<file path="config.mk">
export PLATFORM = sky130hd
export DESIGN_NAME = gesture_frame_ctrl
export DESIGN_NICKNAME = d
export VERILOG_FILES = /design/src/rtl/gesture_frame_ctrl.sv
export SDC_FILE = /design/constraint.sdc
export NUM_CORES = 1
export LEC_CHECK = 0
export BUFFER_PORTS_ARGS = -buffer_cell sky130_fd_sc_hd__clkbuf_2
export CORE_UTILIZATION = 51
export DETAILED_ROUTE_END_ITERATION = 16
export HOLD_SLACK_MARGIN = 0.02
export PLACE_DENSITY = 0.83
export SKIP_CTS_REPAIR_TIMING = 1
export SLEW_MARGIN = 5
export SYNTH_ARGS = -nofsm -noshare
export SYNTH_HDL_FRONTEND = slang
export SYNTH_SLANG_ARGS = --single-unit
</file>
<file path="constraint.sdc">
create_clock -name clk -period 2.2 [get_ports clk]
set_clock_uncertainty 0.15 [all_clocks]
set_input_delay 0.33 -clock clk [delete_from_list [all_inputs] [get_ports clk]]
set_output_delay 0.33 -clock clk [all_outputs]
set_load 0.02 [all_outputs]
</file>
<file path="src/rtl/gesture_frame_ctrl.sv">
// Gesture frame controller: counts ROI hand pixels per frame, bins the count into
// a gesture class and debounces it over STABLE_N consecutive frames onto led.
module gesture_frame_ctrl #(
  parameter int IMG_W    = 640,
  parameter int IMG_H    = 480,
  parameter int ROI_X0   = 0,
  parameter int ROI_X1   = 639,
  parameter int ROI_Y0   = 0,
  parameter int ROI_Y1   = 479,
  parameter int T0       = 100,
  parameter int T1       = 10000,
  parameter int T2       = 20000,
  parameter int T3       = 30000,
  parameter int T4       = 40000,
  parameter int T5       = 50000,
  parameter int T6       = 60000,
  parameter int STABLE_N = 3,
  parameter int CNT_W    = 17
) (
  input  logic       clk,
  input  logic       rst,
  input  logic       enable,
  input  logic       per_frame_clken,
  input  logic       per_img_Bit,
  input  logic [9:0] xpos,
  input  logic [9:0] ypos,
  output logic [2:0] led,
  output logic       result_valid,
  output logic       led_update,
  output logic       frame_abort,
  output logic       busy,
  output logic [2:0] dbg_state_o
);

  // Handshake: per_frame_clken qualifies xpos/ypos/per_img_Bit on the same cycle;
  // there is no back-pressure, every strobed pixel is consumed. Output pulses last
  // exactly one cycle.

  typedef enum logic [2:0] {
    S_IDLE     = 3'd0,
    S_WAIT_SOF = 3'd1,
    S_COUNT    = 3'd2,
    S_CLASSIFY = 3'd3,
    S_FILTER   = 3'd4
  } state_t;

  localparam logic [CNT_W-1:0] CNT_MAX  = '1;
  localparam logic [3:0]       STABLE_M = 4'(STABLE_N);

  state_t           state_q, state_d;
  logic [CNT_W-1:0] cnt_q, cnt_d;
  logic [2:0]       class_q, class_d;
  logic [2:0]       cand_q, cand_d;
  logic [3:0]       match_q, match_d;
  logic [2:0]       led_q, led_d;
  logic             rv_q, rv_d;
  logic             lu_q, lu_d;
  logic             fa_q, fa_d;

  int   px, py;
  logic sof, eof, in_roi, qual;
  logic [2:0] cand_n;
  logic [3:0] match_n;

  assign px     = int'(xpos);
  assign py     = int'(ypos);
  assign sof    = per_frame_clken && (px == 0) && (py == 0);
  assign eof    = per_frame_clken && (px == IMG_W - 1) && (py == IMG_H - 1);
  assign in_roi = (px >= ROI_X0) && (px <= ROI_X1) && (py >= ROI_Y0) && (py <= ROI_Y1);
  assign qual   = per_frame_clken && per_img_Bit && in_roi;

  function automatic logic [2:0] classify(input logic [CNT_W-1:0] c);
    int v;
    v = int'(c);
    if (v <= T0)     return 3'b000;
    else if (v < T1) return 3'b111;
    else if (v < T2) return 3'b001;
    else if (v < T3) return 3'b010;
    else if (v < T4) return 3'b011;
    else if (v < T5) return 3'b100;
    else if (v < T6) return 3'b101;
    else             return 3'b110;
  endfunction

  always_comb begin
    state_d = state_q;
    cnt_d   = cnt_q;
    class_d = class_q;
    cand_d  = cand_q;
    match_d = match_q;
    led_d   = led_q;
    rv_d    = 1'b0;
    lu_d    = 1'b0;
    fa_d    = 1'b0;
    cand_n  = cand_q;
    match_n = match_q;
    if (!enable) begin
      state_d = S_IDLE;
    end else begin
      case (state_q)
        S_IDLE: state_d = S_WAIT_SOF;
        S_WAIT_SOF: begin
          if (sof) begin
            state_d = S_COUNT;
            cnt_d   = {{(CNT_W-1){1'b0}}, qual};
          end
        end
        S_COUNT: begin
          // A fresh SOF before EOF means the previous frame was truncated.
          if (sof) begin
            fa_d  = 1'b1;
            cnt_d = {{(CNT_W-1){1'b0}}, qual};
          end else begin
            if (qual && (cnt_q != CNT_MAX)) cnt_d = cnt_q + 1'b1;
            if (eof) state_d = S_CLASSIFY;
          end
        end
        S_CLASSIFY: begin
          class_d = classify(cnt_q);
          state_d = S_FILTER;
        end
        S_FILTER: begin
          if (class_q == cand_q) begin
            match_n = (match_q >= STABLE_M) ? STABLE_M : match_q + 4'd1;
          end else begin
            cand_n  = class_q;
            match_n = 4'd1;
          end
          cand_d  = cand_n;
          match_d = match_n;
          if ((match_n == STABLE_M) && (cand_n != led_q)) begin
            led_d = cand_n;
            lu_d  = 1'b1;
          end
          rv_d    = 1'b1;
          state_d = S_WAIT_SOF;
        end
        default: state_d = S_IDLE;
      endcase
    end
  end

  always_ff @(posedge clk) begin
    if (rst) begin
      state_q <= S_IDLE;
      cnt_q   <= '0;
      class_q <= 3'b000;
      cand_q  <= 3'b000;
      match_q <= 4'd0;
      led_q   <= 3'b000;
      rv_q    <= 1'b0;
      lu_q    <= 1'b0;
      fa_q    <= 1'b0;
    end else begin
      state_q <= state_d;
      cnt_q   <= cnt_d;
      class_q <= class_d;
      cand_q  <= cand_d;
      match_q <= match_d;
      led_q   <= led_d;
      rv_q    <= rv_d;
      lu_q    <= lu_d;
      fa_q    <= fa_d;
    end
  end

  assign led          = led_q;
  assign result_valid = rv_q;
  assign led_update   = lu_q;
  assign frame_abort  = fa_q;
  assign busy         = (state_q != S_IDLE);
  assign dbg_state_o  = state_q;

endmodule

</file>
==> summary.md <==
| Metric | Value |
|---|---|
| Status | completed |
| Critical path class | reg2reg |
| Top cells by area, synth | dfxtp_1 (31%), mux2i_1 (6.6%), nand2_1 (4.4%), nor2_1 (3.6%), nand2b_1 (3.5%) |
| First-pass GRT wire length | 9.47 mm |
| Post-Synthesis Cells | 286 |
| Total gr overflow | 0 |
| Share of the synthesized area in the top cell type | 31.4% |
| Post-synth top cells | dfxtp_1 (36), nand2_1 (27), nor2_1 (22), mux2i_1 (15), nor3_1 (15) |
| Switch Pwr | 295 uW |
| Via Count | 2298 |
| Area leader, netlist | dfxtp_1 |
| Syn avg cell area | 8.01 um2 |
| Final setup viols | 0 |
| P per Cell Area | 482 mW/mm2 |
| Clock slew at reported path FFs | 80 ps |
| Worst Hold Margin | 207 ps |
| Slew @ Worst Pin | 563 ps |
| CP Buf/Inv Count | 2 |
| Post-Syn Area | 0.00229 mm2 |
| Rows | 24 |
| Worst EP required | 2230 ps |
| #FFs+latches synth | 36 |
| Routed WL | 5.56 mm |
| Primary FF master, synth | dfxtp_1 |
| F_max | 489 MHz |
| Final Hold Fails | 0 |
| Min-delay worst type | in2reg |
| Dpl hpwl | 4.14 mm |
| Top-count cell post-synth | dfxtp_1 |
| Ant diodes | 0 |
| Syn nets | 315 |
| DIE AREA | 0.00477 mm2 |
| Minimum clock period after layout | 2040 ps |
| Root Buffer | clkbuf_8 |
| CP arrival | 2070 ps |
| CTS Buffer Depth | 2 |
| Clock sink count | 36 |
| Seq pwr share | 49.8% |
| Area delta synth->final | 19.1% |
| Final worst path period share | 92.9% |
| Pin count of the biggest net entering global routing | 22 |
| FF-to-FF setup slack | 160 ps |
| Unrepaired setup endpoints after global routing | false |
| Top delay family on crit path | compound AO/OA/AOI/OAI gates |
| Dpl cells | 378 |
| TritonCTS clock tree | done |
| Antenna Violating Nets Remaining | 0 |
| Setup TNS | 0 ps |
| Avg WL per Cell | 14.4 um |
| Worst setup EP type | flip-flop |
| Seq/Total Area, Yosys | 31.4% |
| Relative slew margins | 62.0% |
| Cell area after layout | 0.00273 mm2 |
| DIE WIDTH | 69.0 um |
| VDD IR max | 0.511 mV |
| Startpoint Class | flip-flop |
| Initial core utilization | 53.0% |
| Initial DRC count | 144 |
| DRC viols | 0 |
| Share of cells above drive strength 1 | 23.1% |
| Ys async rst share | 0% |
| Initial antenna violation count | 0 |
| Clk_lat worst skew | 300 ps |
| PortBufs | 34 |
| CP max-delay cell | o311ai_0 |
| Int Pwr | 1020 uW |
| CP Max Fanout | 4 |
| H-tree depth | 2 |
| Sw frac | 22.5% |
| Vias in the first global route | 2080 |
| Min-Delay Path Depth | 3 |
| Worst path cell trace | buf_4 > inv_1 > ha_1 > nor2b_1 > o311ai_0 > a41oi_1 > a32oi_1 > nor2_1 |
| Final nets | 362 |
| Die height | 69.0 um |
| Drt pass-1 iters | 4 |
| Critical path depth | 8 |
| Via density | 5.95 |
| Non-Filler Instances | 386 |
| Core region area | 0.00432 mm2 |
| Slowest cell delay on critical path | 450 ps |
| Routability cong. | 0.854 |
| Total GRT Usage | 24.2% |
| Ports | 35 |
| Combinational power share | 5.6% |
| Area after DPL | 0.00262 mm2 |
| Leakage power | 0.00118 uW |
| Number of flops mapped to enable cells by yosys | 0 |
| Power Total | 1310 uW |
| Synth unique cells | 54 |
| TritonCTS Buffers | 5 |
| Max_cap viols | 0 |
| Reg2Reg Depth | 8 |
| Fin. max-slew vios | 0 |
| Synth Warn # | 0 |
| Part of the power in the clock network | 44.6% |
-- layout make-up --
type	instances	area [um2]
tap	52	65.1
inverter	4	15.0
multi-input combinational	226	1450
clock buffer	5	68.8
clock inverter	3	42.5
fill	387	1600
timing repair buffer	60	365
sequential	36	721
-- path summary, 6_finish.rpt --
path                             end               startpoint
max          class_q[0]$_SDFFE_PP0P_    cnt_q[0]$_SDFFE_PP0P_
min          result_valid$_SDFF_PP0_                   enable
max reg2reg  class_q[0]$_SDFFE_PP0P_    cnt_q[0]$_SDFFE_PP0P_
min reg2reg  match_q[3]$_SDFFE_PP0P_  match_q[3]$_SDFFE_PP0P_
-- layer usage --
layer  wire [um]  global-route usage (%)
met2        2640                    39.5
met3         245                    4.24
met4         108                    9.30
met5           0                       0
met1        2560                    31.7
-- placed cells by master (no fill, tap or decap), types with 3 or more instances in the layout --
cell / synthesis / final
xnor2_1: 3 / 3
inv_1: 4 / 4
nor4_1: 10 / 10
dfxtp_1: 36 / 36
nor3_1: 15 / 15
and2_1: 4 / 4
buf_4: 2 / 26
nand2_1: 27 / 27
nor2_1: 22 / 22
nand4_1: 11 / 11
clkbuf_2: 1 / 34
or2_2: 3 / 3
a21oi_1: 9 / 9
nand2b_1: 13 / 13
clkbuf_8: 0 / 5
and3_1: 5 / 5
mux2i_1: 15 / 15
o21ai_0: 13 / 7
or4_1: 7 / 7
nand3_1: 12 / 12
xor2_1: 7 / 7
o21ai_1: 1 / 7
or2b_1: 4 / 4
o211ai_1: 4 / 4
nor3b_1: 3 / 3
ha_1: 4 / 4
-- sequential cells by signal, indices dropped and copies added, names as in the netlist --
signal and cells:
frame_abort 1, result_valid 1, led_update 1, led 3
cnt_q 17, cand_q 3, match_q 4, class_q 3
dbg_state_o 3
-- power groups by stage --
stage	Sequential [uW]	Combinational (uW)	Clock [uW]
floorplan	669	36.2	0
global placement	670	70.9	0
detailed placement	670	73.0	0
CTS	654	73.2	598
global route	655	81.1	615
finish	655	73.8	586
-- cell families (layout without fill, tap and decap cells) --
| logic type | count (synthesis) | in the layout | share of synthesized area, % |
|---|---|---|---|
| AOI/OAI and AO/OA | 49 | 49 | 14.2 |
| and+or+nand+nor | 148 | 148 | 36.6 |
| DFF | 36 | 36 | 31.4 |
| adders and majority gates | 4 | 4 | 2.18 |
| buffers and inverters | 24 | 72 | 5.24 |
| xor gates and xnor gates | 10 | 10 | 3.82 |
| muxes | 15 | 15 | 6.55 |
-- per-stage QoR --
stage	util, %	setup slack [ps]
floorplan	-	7.64
global placement	60.5	137
detailed placement	60.5	92.2
CTS	63.1	137
global route	63.1	4.50
finish	63.1	157
-- tightest hold or removal path, stage by stage --
cell and delay, ps:
clkbuf_2 120, nand2_1 110, nor4_1 50
Power figures use the tool's default switching activity.
